===== src/rtl/mc_state_regs_if.sv =====
// Control strobes, datapath inputs and registered state outputs of the
// multi-cycle MIPS state-register stage.
interface mc_state_regs_if;
  logic        IorD;
  logic [1:0]  PCSrc;
  logic        IRWrite;
  logic        PCWrite;
  logic        Branch;
  logic [31:0] ALUResult;
  logic        Zero;
  logic [31:0] ReadData;
  logic [31:0] RD1;
  logic [31:0] RD2;
  logic [31:0] PC;
  logic [31:0] Adr;
  logic [31:0] Instr;
  logic [31:0] Data;
  logic [31:0] A;
  logic [31:0] B;
  logic [31:0] ALUOut;
  logic        PCEn;
  logic [5:0]  Opcode;
  logic [5:0]  Funct;
  logic [4:0]  Rs;
  logic [4:0]  Rt;
  logic [4:0]  Rd;
  logic [31:0] SignImm;
  logic [31:0] InstrCount;

  modport master (
    output IorD, PCSrc, IRWrite, PCWrite, Branch,
    output ALUResult, Zero, ReadData, RD1, RD2,
    input  PC, Adr, Instr, Data, A, B, ALUOut, PCEn,
    input  Opcode, Funct, Rs, Rt, Rd, SignImm, InstrCount
  );

  modport slave (
    input  IorD, PCSrc, IRWrite, PCWrite, Branch,
    input  ALUResult, Zero, ReadData, RD1, RD2,
    output PC, Adr, Instr, Data, A, B, ALUOut, PCEn,
    output Opcode, Funct, Rs, Rt, Rd, SignImm, InstrCount
  );
endinterface


===== src/rtl/mc_state_regs.sv =====
// Multi-cycle MIPS non-architectural state registers: PC, IR, MDR,
// A/B, ALUOut, memory address mux, field decode and fetch counter.
module mc_state_regs #(
  parameter logic [31:0] RESET_PC = 32'h0000_0000
) (
  input  logic            clk,
  input  logic            rst,
  mc_state_regs_if.slave  bus
);

  logic [31:0] r_pc;
  logic [31:0] r_instr;
  logic [31:0] r_data;
  logic [31:0] r_a;
  logic [31:0] r_b;
  logic [31:0] r_aluout;
  logic [31:0] r_instr_count;
  logic        w_pcen;
  logic [31:0] w_pc_next;

  assign w_pcen = bus.PCWrite | (bus.Branch & bus.Zero);

  // Jump target keeps the region bits of the already-incremented PC
  always_comb begin
    w_pc_next = r_pc;
    case (bus.PCSrc)
      2'b00:   w_pc_next = bus.ALUResult;
      2'b01:   w_pc_next = r_aluout;
      2'b10:   w_pc_next = {r_pc[31:28], r_instr[25:0], 2'b00};
      default: w_pc_next = r_pc;
    endcase
  end

  always_ff @(posedge clk or posedge rst) begin
    if (rst) begin
      r_pc          <= RESET_PC;
      r_instr       <= '0;
      r_data        <= '0;
      r_a           <= '0;
      r_b           <= '0;
      r_aluout      <= '0;
      r_instr_count <= '0;
    end else begin
      if (w_pcen)
        r_pc <= w_pc_next;
      if (bus.IRWrite) begin
        r_instr       <= bus.ReadData;
        r_instr_count <= r_instr_count + 32'd1;
      end
      r_data   <= bus.ReadData;
      r_a      <= bus.RD1;
      r_b      <= bus.RD2;
      r_aluout <= bus.ALUResult;
    end
  end

  assign bus.PC         = r_pc;
  assign bus.Adr        = bus.IorD ? r_aluout : r_pc;
  assign bus.Instr      = r_instr;
  assign bus.Data       = r_data;
  assign bus.A          = r_a;
  assign bus.B          = r_b;
  assign bus.ALUOut     = r_aluout;
  assign bus.PCEn       = w_pcen;
  assign bus.Opcode     = r_instr[31:26];
  assign bus.Funct      = r_instr[5:0];
  assign bus.Rs         = r_instr[25:21];
  assign bus.Rt         = r_instr[20:16];
  assign bus.Rd         = r_instr[15:11];
  assign bus.SignImm    = {{16{r_instr[15]}}, r_instr[15:0]};
  assign bus.InstrCount = r_instr_count;

endmodule


===== src/flat_wrapper.sv =====
// flat-port wrapper written by rule: the top's interface ports become plain ports
module mc_state_regs_flat 
#(
  parameter logic [31:0] RESET_PC = 32'h0000_0000
)
  (clk, rst, bus_IorD, bus_PCSrc, bus_IRWrite, bus_PCWrite, bus_Branch, bus_ALUResult, bus_Zero, bus_ReadData, bus_RD1, bus_RD2, bus_PC, bus_Adr, bus_Instr, bus_Data, bus_A, bus_B, bus_ALUOut, bus_PCEn, bus_Opcode, bus_Funct, bus_Rs, bus_Rt, bus_Rd, bus_SignImm, bus_InstrCount);
  mc_state_regs_if bus_i ();
  input  logic clk;
  input  logic rst;
  input wire logic [$bits(bus_i.IorD)-1:0] bus_IorD;
  input wire logic [$bits(bus_i.PCSrc)-1:0] bus_PCSrc;
  input wire logic [$bits(bus_i.IRWrite)-1:0] bus_IRWrite;
  input wire logic [$bits(bus_i.PCWrite)-1:0] bus_PCWrite;
  input wire logic [$bits(bus_i.Branch)-1:0] bus_Branch;
  input wire logic [$bits(bus_i.ALUResult)-1:0] bus_ALUResult;
  input wire logic [$bits(bus_i.Zero)-1:0] bus_Zero;
  input wire logic [$bits(bus_i.ReadData)-1:0] bus_ReadData;
  input wire logic [$bits(bus_i.RD1)-1:0] bus_RD1;
  input wire logic [$bits(bus_i.RD2)-1:0] bus_RD2;
  output wire logic [$bits(bus_i.PC)-1:0] bus_PC;
  output wire logic [$bits(bus_i.Adr)-1:0] bus_Adr;
  output wire logic [$bits(bus_i.Instr)-1:0] bus_Instr;
  output wire logic [$bits(bus_i.Data)-1:0] bus_Data;
  output wire logic [$bits(bus_i.A)-1:0] bus_A;
  output wire logic [$bits(bus_i.B)-1:0] bus_B;
  output wire logic [$bits(bus_i.ALUOut)-1:0] bus_ALUOut;
  output wire logic [$bits(bus_i.PCEn)-1:0] bus_PCEn;
  output wire logic [$bits(bus_i.Opcode)-1:0] bus_Opcode;
  output wire logic [$bits(bus_i.Funct)-1:0] bus_Funct;
  output wire logic [$bits(bus_i.Rs)-1:0] bus_Rs;
  output wire logic [$bits(bus_i.Rt)-1:0] bus_Rt;
  output wire logic [$bits(bus_i.Rd)-1:0] bus_Rd;
  output wire logic [$bits(bus_i.SignImm)-1:0] bus_SignImm;
  output wire logic [$bits(bus_i.InstrCount)-1:0] bus_InstrCount;
  assign bus_i.IorD = bus_IorD;
  assign bus_i.PCSrc = bus_PCSrc;
  assign bus_i.IRWrite = bus_IRWrite;
  assign bus_i.PCWrite = bus_PCWrite;
  assign bus_i.Branch = bus_Branch;
  assign bus_i.ALUResult = bus_ALUResult;
  assign bus_i.Zero = bus_Zero;
  assign bus_i.ReadData = bus_ReadData;
  assign bus_i.RD1 = bus_RD1;
  assign bus_i.RD2 = bus_RD2;
  assign bus_PC = bus_i.PC;
  assign bus_Adr = bus_i.Adr;
  assign bus_Instr = bus_i.Instr;
  assign bus_Data = bus_i.Data;
  assign bus_A = bus_i.A;
  assign bus_B = bus_i.B;
  assign bus_ALUOut = bus_i.ALUOut;
  assign bus_PCEn = bus_i.PCEn;
  assign bus_Opcode = bus_i.Opcode;
  assign bus_Funct = bus_i.Funct;
  assign bus_Rs = bus_i.Rs;
  assign bus_Rt = bus_i.Rt;
  assign bus_Rd = bus_i.Rd;
  assign bus_SignImm = bus_i.SignImm;
  assign bus_InstrCount = bus_i.InstrCount;
  mc_state_regs #(.RESET_PC(RESET_PC)) u_core (.clk(clk), .rst(rst), .bus(bus_i));
endmodule

===== config.mk =====
export PLATFORM = sky130hd
export DESIGN_NAME = mc_state_regs_flat
export DESIGN_NICKNAME = d
export VERILOG_FILES = /design/src/rtl/mc_state_regs_if.sv /design/src/rtl/mc_state_regs.sv /design/src/flat_wrapper.sv
export SDC_FILE = /design/constraint.sdc
export NUM_CORES = 1
export LEC_CHECK = 0
export CAP_MARGIN = 20
export CORE_AREA = 2 2 178 180
export DETAILED_ROUTE_END_ITERATION = 8
export DIE_AREA = 0 0 180 182
export PLACE_DENSITY = 0.65
export SYNTH_ARGS = -nofsm -noshare
export SYNTH_HDL_FRONTEND = slang
export SYNTH_SLANG_ARGS = --single-unit

===== constraint.sdc =====
create_clock -name clk -period 9.5 [get_ports clk]
set_input_delay 1.425 -clock clk [delete_from_list [all_inputs] [get_ports clk]]
set_output_delay 1.425 -clock clk [all_outputs]
set_load 0.03 [all_outputs]

# [After elaboration in Yosys (flattened, before gate mapping)]
# Index checks and enable logic that the tools add are counted.
[op_classes] div=0 n_mux=2 n_mul=0 shift=0 n_addsub=1 order_cmp=0 eq_ne=2 n_bitwise=3 reduce_logical=5
[ops] op="$pmux 32 s3" count=1
[ops] op="$add 32x1->32 const B" count=1
[ops] op="$mux 32" count=1
[ops] op="$reduce_and 3->1" count=1
[ops] op="$reduce_bool 3->1" count=1
[ops] op="$eq 2x1->1 const B" count=1
[ops] op="$eq 2x2->1 const B" count=1
[ops] op="$logic_not 2->1" count=1
[ops] op="$reduce_and 2->1" count=1
[ops] op="$reduce_bool 2->1" count=1
[ops] op="$and 1x1->1" count=1
[ops] op="$not 1->1" count=1
[ops] op="$or 1x1->1" count=1
[totals] latch_bits=0 n_memories=0 romBits=0 regBits=224 ramBits=0

# [Logic depth before layout (Yosys ltp)]
# Gate-level depths: netlist of run 1.
[logic_depth] word_depth=3 mapped_depth=8 mapped_depth_nobuf=6

# [Worst setup path after synthesis of run 1]
# Ideal clock, no wire load.
[synth_path] path_type="input port to output port" from="input bus_IorD" to="output bus_Adr[10]" path_slack_ps=5679 cell_stages=3 arrival_ps=2396 cell_sequence="clkbuf_1 buf_1 mux2_2"
[synth_between] elab_chain_cells=1
[synth_lines] item="start, declared" line="flat_wrapper.sv:10" rtl="input wire logic [$bits(bus_i.IorD)-1:0] bus_IorD;"
[synth_lines] item="$mux 32" line="mc_state_regs.sv:58" rtl="assign bus.Adr = bus.IorD ? r_aluout : r_pc;"
[synth_lines] item="end, declared" line="flat_wrapper.sv:21" rtl="output wire logic [$bits(bus_i.Adr)-1:0] bus_Adr;"
# Every way passes these cells.

# [Worst setup path after layout of run 1]
[layout_path] from="input bus_IorD" to="output bus_Adr[9]"
# Same word-level chain as after synthesis.

==> run_results.csv, run 1 <==
group,metric,value,unit
run_status,status,"finished, final reports clean",
detailed_routing,drt_pre_antenna_iters,4,
clocking,clockRootBuffer,"clkbuf_16",
synthesis,synthXorXnorAreaFrac,3.23,%
critical_path,cp.required,8.08,ns
placement,dp_hpwl,19600,microns
detailed_routing,drt_wl_total,27200,microns
synthesis,synth_top_family_by_area,"multiplexers",
synthesis,synth-warning-count,0,
detailed_routing,drc,0,
clocking,clockBufferDepth,3,
critical_path,cp.arrival,3.21,ns
synthesis,ys_seq_area_share,66.7,%
sta,min_period_over_period,48.7,%
sta,holdWs,0.471,ns
floorplan,pin_count,453,
finish,post-route-util,44.3,%
detailed_routing,wl_per_cell,18.8,microns
sta,hold_viol,0,
clocking,tritoncts,"yes",
sta,period_needed,4.63,ns
detailed_routing,drt-initial-drc-count,304,
finish,layout_commonest_cell,"clkdlybuf4s50_1",
clocking,h-tree-depth,1,
global_route,grtUsageTotal,16.0,%
sta,slew_headroom,34.0,%
synthesis,ys_types,30,
floorplan,dieArea,32800,sq um
power,power_density,203,nW/um^2
critical_path,r2r_start,"u_core.bus.InstrCount[7]",
finish,layout_common_cells,"450 x clkdlybuf4s50_1, 224 x dfrtp_1, 65 x mux2_2",
critical_path,crit_fanout,32,
finish,n_fill_cell,2869,
power,vdd.ir_drop.worst,0.000137,V
critical_path,cp-startpoint,"bus_IorD",
sta,fin_tns_setup,0,ns
synthesis,ys_ff_latch,224,
synthesis,syn_area,8410,sq um
synthesis,syn_avg_cell_area,13.3,sq um
floorplan,die_h,182,microns
clocking,cts_resized,0,
clocking,clock_latency,0.52,ns
min_path,hold_class,"flop to flop",
detailed_routing,ant_nets,0,
power,p_leak,0.00568,uW
synthesis,synthMuxAreaShare,8.70,%
finish,layout-drive-gt1-share,11.6,%
min_path,worst_hold_startpoint,"u_core.bus.InstrCount[31]",
sta,rsz0062_at_grt,"false",
floorplan,start_util,27.1,%
global_route,grt_pass1_vias,6527,
finish,syn_to_final_growth,63.2,%
sta,worst_slew_pin_slew,0.990,ns
synthesis,synthAdderAreaFrac,0.744,%
synthesis,syn_nets,773,
floorplan,core_area,31000,sq um
sta,setup_viol,0,
detailed_routing,viasPerCell,4.36,
synthesis,postSynthCellCount,631,
placement,place_congestion,0.805,
critical_path,critPathKind,"primary input to primary output",
clocking,cts.sinks,224,
clocking,clk_pin_slew_worst_paths,0.06,ns
detailed_routing,vias,6310,
synthesis,synth_compound_area_share,6.28,%
global_route,grt_max_degree,95,
sta,finalMaxSlewViolations,0,
floorplan,die_w,180,microns
global_route,overflow,0,
floorplan,rows,65,
critical_path,crit_path_start_kind,"primary input",
critical_path,cp-end-kind,"primary output",
clocking,post_cts_buffers,0,
global_route,grt_pass1_wl,41100,microns
finish,final_nets,1169,
placement,port_buffers,452,
job,maxCapViolCount,0,
sta,fmax,216,MHz
sta,fin_worst_skew,0.00888,ns
synthesis,synth-simple-area-share,7.42,%
global_route,antenna_found_initial,1,
clocking,hold_buffers,0,
clocking,numCtsBuffers,25,
==> path summary, 6_finish.rpt <==
| kind | depth (start not counted) | slack, ns | end |
|---|---|---|---|
| setup / recovery | 3 | 4.87 | bus_Adr[9] |
| hold / removal | 1 | 0.47 | u_core.bus.InstrCount[31] |
| setup reg to reg | 4 | 7.61 | u_core.bus.InstrCount[22] |
| hold reg to reg | 1 | 0.47 | u_core.bus.InstrCount[31] |
| max in group asynchronous | 3 | 6.73 | u_core.bus.Instr[16] |
| min in group asynchronous | 2 | 1.44 | u_core.bus.A[3] |
==> final cells by class <==
type                       count  area, sq um  area share [%]
tap                          402          503            3.66
antenna                        1         2.50          0.0182
multi-input combinational    313         2230            16.2
sequential                   224         5610            40.8
inverter                       6         30.0           0.219
clock inverter                 6         58.8           0.428
clock buffer                  37          731            5.32
timing repair buffer         457         4570            33.3
==> registers in the layout, summed over array words and instances, names as in the netlist <==
signal,count
u_core.bus.InstrCount,32
u_core.bus.A,32
u_core.bus.Data,32
u_core.bus.Instr,32
u_core.bus.B,32
u_core.bus.PC,32
u_core.bus.ALUOut,32
==> stage by stage <==
| step | area, sq um | cells | setup slack [ns] | power (uW) |
|---|---|---|---|---|
| 6_report | 13700 | 1446 | 4.87 | 2780 |
| 5_1_grt | 13700 | 1446 | 4.82 | 2900 |
| 4_1_cts | 13700 | 1444 | 4.86 | 2830 |
| 3_5_place_dp | 12900 | 1401 | 4.85 | 1880 |
| 3_3_place_gp | 12900 | 1401 | 4.90 | 1870 |
| 2_1_floorplan | 8410 | 631 | 1.94 | 1530 |
==> per-layer routing <==
metal,vias to the layer above,share of wire (%),global-route usage [%]
met5,-,0,0
met4,0,2.7,4.81
met3,43,6.3,3.47
met2,256,49,27.0
met1,3112,42,20.7
li1,2899,-,-
==> worst max-delay path, cell delays in order <==
cell and delay (ns):
buf_2 0.74, mux2_2 0.42, clkdlybuf4s50_1 0.60
==> kinds of logic after synthesis <==
logic type / Yosys count
flops: 224
mux: 65
fa+ha+maj: 5
simple gates: 121
xor+xnor: 31
compound gates: 91
buf+inv: 94
==> Yosys cell counts, drive strengths merged <==
master | instances | share of area, %
nand3 | 15 | 1.2
nor3 | 4 | 0.24
buf | 71 | 5.9
inv | 6 | 0.27
nor4 | 3 | 0.58
a31oi | 6 | 0.45
clkbuf | 17 | 0.76
nor2b | 6 | 0.45
and3 | 5 | 0.39
xnor2 | 26 | 2.7
mux2 | 65 | 8.7
o21ai | 54 | 3.2
or2 | 1 | 0.074
nand2 | 63 | 2.8
nand4 | 12 | 1.1
xor2 | 5 | 0.52
and4 | 2 | 0.21
a21oi | 5 | 0.30
nor2 | 10 | 0.45
ha | 5 | 0.74
a22oi | 26 | 2.3
dfrtp | 224 | 67
==> report_power, final <==
part	total (uW)	switching, uW	internal (uW)
combinational	738	418	320
sequential	1120	84.0	1030
clock	928	374	555
total	2780	875	1910
Note: power is estimated with default switching activity, not from simulation.
==> inputs of run 2 (changes only) <==
Settings changed: PLACE_DENSITY 0.65 to 0.67.
Clock period 9.5 ns to 4 ns, I/O delays scaled along.
==> run_results.csv, run 2 (synthesized netlist as in run 1, its figures left out) <==
group,metric,value,unit
critical_path,cp.arrival,2.03,ns
floorplan,pin_count,453,
global_route,grt_pass1_wl,41000,microns
power,pwr-share-comb,25.5,%
placement,place_congestion,0.798,
sta,setup_ws,1.37,ns
placement,port_buffers,452,
finish,syn_to_final_growth,65.0,%
floorplan,die_w,180,microns
global_route,grt_max_degree,109,
detailed_routing,drt_wl_total,27700,microns
power,power_frac_seq,38.8,%
placement,placed_cells,1405,
critical_path,cp-end-kind,"primary output",
critical_path,worst-path-buf-inv,1,
finish,layout-drive-gt1-share,12.6,%
power,p_int,4740,uW
sta,worst_slew_pin_slew,0.996,ns
critical_path,r2r_start,"u_core.bus.InstrCount[8]",
clocking,clock_latency,0.52,ns
critical_path,crit_path_max_incr_delay,0.79,ns
critical_path,cp-startpoint,"u_core.bus.Instr[15]",
finish,num_antenna_cells,0,
placement,dp_slack,1.33,ns
critical_path,critPathKind,"flop to primary output",
detailed_routing,ant_nets,0,
floorplan,start_util,27.1,%
clocking,cts_resized,0,
sta,fmax,380,MHz
floorplan,dieArea,32800,sq um
critical_path,crit_fanout,21,
detailed_routing,drc,0,
global_route,grtUsageTotal,16.1,%
placement,dp_hpwl,20100,microns
sta,setup_viol,0,
power,power_switching,2120,uW
power,vdd.ir_drop.worst,0.000372,V
sta,rsz0062_at_grt,"false",
power,power_density,494,nW/um^2
global_route,overflow,0,
sta,hold_viol,0,
clocking,clk_pin_slew_worst_paths,0.06,ns
sta,period_needed,2.63,ns
critical_path,cp.required,3.40,ns
finish,instances_no_fill,1452,
sta,fin_worst_skew,0.00738,ns
sta,finalMaxSlewViolations,0,
power,p_total,6850,uW
sta,min_period_over_period,65.8,%
detailed_routing,wl_per_cell,19.1,microns
clocking,hold_buffers,0,
power,pwr-share-clk,35.6,%
min_path,worst_hold_startpoint,"u_core.bus.InstrCount[31]",
run_status,status,"finished, final reports clean",
detailed_routing,drt-initial-drc-count,359,
clocking,clockBufferDepth,3,
critical_path,path_cells,"clkdlybuf4s50_1",
finish,layout_commonest_cell,"clkdlybuf4s50_1",
critical_path,crit_path_start_kind,"flop",
detailed_routing,drt_pre_antenna_iters,4,
sta,slew_headroom,33.6,%
sta,fin_tns_setup,0,ns
power,p_leak,0.00576,uW
detailed_routing,viasPerCell,4.38,
job,maxCapViolCount,0,
critical_path,crit_slowest_cell,"clkdlybuf4s50_1",
floorplan,core_area,31000,sq um
clocking,clockRootBuffer,"clkbuf_16",
clocking,tritoncts,"yes",
finish,layout_common_cells,"450 x clkdlybuf4s50_1, 224 x dfrtp_1, 65 x mux2_2",
clocking,h-tree-depth,1,
floorplan,rows,65,
min_path,hold_class,"flop to flop",
floorplan,die_h,182,microns
global_route,antenna_found_initial,0,
finish,final_nets,1173,
power,switching_share,30.9,%
clocking,cts.sinks,224,
detailed_routing,vias,6354,
global_route,grt_pass1_vias,6466,
clocking,post_cts_buffers,0,
clocking,numCtsBuffers,26,
critical_path,crit_family,"buffers and inverters",
==> run 2: routing by layer <==
| layer | share of wire [%] | track usage (%) | vias up |
|---|---|---|---|
| met4 | 2.5 | 4.33 | 0 |
| li1 | - | - | 2906 |
| met3 | 6.7 | 3.87 | 38 |
| met5 | 0 | 0 | - |
| met2 | 47 | 26.1 | 262 |
| met1 | 43 | 21.7 | 3148 |
==> run 2: per-stage QoR <==
| stage | hold slack [ns] | instance area (sq um) | util (%) |
|---|---|---|---|
| 2_1_floorplan | 0.631 | 8410 | - |
| 3_3_place_gp | 0.469 | 13000 | 41.9 |
| 4_1_cts | 0.486 | 13900 | 44.8 |
| 5_1_grt | 0.484 | 13900 | 44.8 |
| 3_5_place_dp | 0.475 | 13000 | 41.9 |
| 6_report | 0.491 | 13900 | 44.8 |
==> run 2: cell type report <==
cell class	count	area, sq um
Inverter	6	26.3
Clock buffer	38	807
Clock inverter	9	98.8
Tap cell	402	503
Fill cell	2860	17100
Sequential cell	224	5610
Timing Repair Buffer	460	4610
Multi-Input combinational cell	313	2230
==> run 2: path summary, 6_finish.rpt <==
check	cells past startpoint	end	slack [ns]
setup / recovery	1	bus_SignImm[17]	1.37
hold / removal	1	u_core.bus.InstrCount[31]	0.49
setup reg to reg	4	u_core.bus.InstrCount[28]	2.09
hold reg to reg	1	u_core.bus.InstrCount[31]	0.49
max in group asynchronous	3	u_core.bus.Instr[10]	2.88
min in group asynchronous	3	u_core.bus.A[23]	0.57
==> run 2: power groups by stage <==
| stage | registers (uW) | logic (uW) | clock network (uW) |
|---|---|---|---|
| 6_report | 2660 | 1750 | 2440 |
| 5_1_grt | 2690 | 1840 | 2620 |
| 4_1_cts | 2670 | 1770 | 2510 |
| 3_5_place_dp | 2700 | 1760 | 0 |
| 3_3_place_gp | 2700 | 1750 | 0 |
| 2_1_floorplan | 3020 | 620 | 0 |
==> inputs of run 3 (changes only) <==
Clock period 4 ns to 2.3 ns, I/O delays scaled along.
==> run_results.csv, run 3 (synthesized netlist as in run 1, its figures left out) <==
group,metric,value,unit
run_status,status,"finished, final reports clean",
detailed_routing,wl_per_cell,19.1,microns
finish,fin_area,14000,sq um
global_route,grt_pass1_wl,41900,microns
sta,setup_ws,0.0798,ns
critical_path,cp-end-kind,"primary output",
power,power_density,840,nW/um^2
power,power_frac_seq,39.4,%
floorplan,rows,65,
finish,layout-drive-gt1-share,13.5,%
floorplan,core_area,31000,sq um
detailed_routing,ant_nets,0,
power,pwr-share-comb,26.3,%
clocking,clock_latency,0.53,ns
power,pwr-share-clk,34.3,%
finish,syn_to_final_growth,65.9,%
detailed_routing,drt_wl_total,27900,microns
critical_path,critPathKind,"flop to primary output",
global_route,grtUsageTotal,16.5,%
detailed_routing,drt_pre_antenna_iters,4,
floorplan,die_w,180,microns
power,p_int,8040,uW
critical_path,crit_fanout,3,
min_path,hold_class,"primary input to async pin",
critical_path,crit_path_max_incr_delay,0.60,ns
global_route,grt_pass1_vias,6554,
sta,setup_viol,0,
detailed_routing,vias,6357,
critical_path,worst-path-buf-inv,1,
placement,placed_cells,1417,
sta,period_needed,2.22,ns
floorplan,pin_count,453,
floorplan,die_h,182,microns
power,vdd.ir_drop.worst,0.000641,V
sta,finalMaxSlewViolations,0,
critical_path,crit_path_start_kind,"flop",
clocking,numCtsBuffers,26,
sta,slew_headroom,46.5,%
placement,dp_slack,-0.00936,ns
job,maxCapViolCount,0,
clocking,h-tree-depth,1,
finish,num_antenna_cells,0,
sta,rsz0062_at_grt,"false",
critical_path,path_cells,"mux2_2, clkdlybuf4s50_1",
power,p_total,11700,uW
global_route,antenna_found_initial,2,
floorplan,dieArea,32800,sq um
finish,layout_commonest_cell,"clkdlybuf4s50_1",
power,p_leak,0.00580,uW
clocking,tritoncts,"yes",
placement,place_congestion,0.786,
sta,fin_worst_skew,0.00936,ns
clocking,clockRootBuffer,"clkbuf_16",
global_route,grt_max_degree,82,
placement,dp_hpwl,20900,microns
critical_path,crit_family,"buffers and inverters",
sta,hold_viol,0,
detailed_routing,viasPerCell,4.35,
power,switching_share,31.4,%
placement,place_area,13100,sq um
sta,fmax,450,MHz
finish,final_nets,1185,
placement,port_buffers,452,
finish,post-route-util,45.0,%
finish,instances_no_fill,1462,
critical_path,cp.required,1.96,ns
clocking,post_cts_buffers,0,
finish,layout_common_cells,"449 x clkdlybuf4s50_1, 223 x dfrtp_1, 65 x mux2_2",
detailed_routing,drt-initial-drc-count,296,
clocking,cts.sinks,224,
floorplan,start_util,27.1,%
clocking,clk_pin_slew_worst_paths,0.06,ns
critical_path,crit_slowest_cell,"clkdlybuf4s50_1",
detailed_routing,drc,0,
power,power_switching,3680,uW
clocking,clockBufferDepth,3,
sta,min_period_over_period,96.5,%
critical_path,cp.arrival,1.88,ns
global_route,overflow,0,
sta,worst_slew_pin_slew,0.803,ns
clocking,hold_buffers,0,
## run 3: final timing paths
path,from,end,slack [ns],cells past startpoint
setup / recovery,u_core.bus.ALUOut[5],bus_Adr[5],0.08,2
hold / removal,rst,u_core.bus.B[20],0.13,2
setup reg to reg,u_core.bus.InstrCount[0],u_core.bus.InstrCount[28],0.50,5
hold reg to reg,u_core.bus.InstrCount[26],u_core.bus.InstrCount[26],0.49,1
max in group asynchronous,rst,u_core.bus.Instr[15],1.42,3
min in group clk,bus_RD2[12],u_core.bus.B[12],0.25,1
## run 3: routing by layer
layer | global-route usage [%] | vias to the layer above | share of wire, %
li1 | - | 2928 | -
met1 | 21.8 | 3154 | 43
met2 | 27.7 | 238 | 49
met3 | 3.53 | 35 | 6.1
met4 | 3.77 | 2 | 1.6
met5 | 0 | - | 0.043
## run 3: layout make-up
cell class | instances | area (sq um)
flip-flops and latches | 224 | 5610
inverters | 6 | 26.3
repair buffers | 472 | 4740
fillers | 2780 | 17000
well taps | 402 | 503
multi-input cells | 313 | 2230
clock inverters | 5 | 42.5
clock buffers | 40 | 813
## run 3: through the flow
stage	TNS, ns	hold WS, ns
after floorplan	-217.06	0.376
final	0	0.125
after global routing	0	0.129
after CTS	0	0.108
after detailed placement	-0.0280	0.480
after global placement	0	0.464
## run 3: what timing repair did
| action | 4_1_cts | 5_1_grt |
|---|---|---|
| endpoints found under the setup margin | 19 | 0 |
| resized for setup | 1 | 0 |
| hold endpoints to repair | 0 | 0 |
## run 3: power groups by stage
stage          clock network, uW  logic, uW  registers, uW
4_1_cts                     4140       3120           4630
3_3_place_gp                   0       3080           4680
5_1_grt                     4300       3250           4670
2_1_floorplan                  0       1080           5260
3_5_place_dp                   0       3110           4690
6_report                    4020       3090           4620
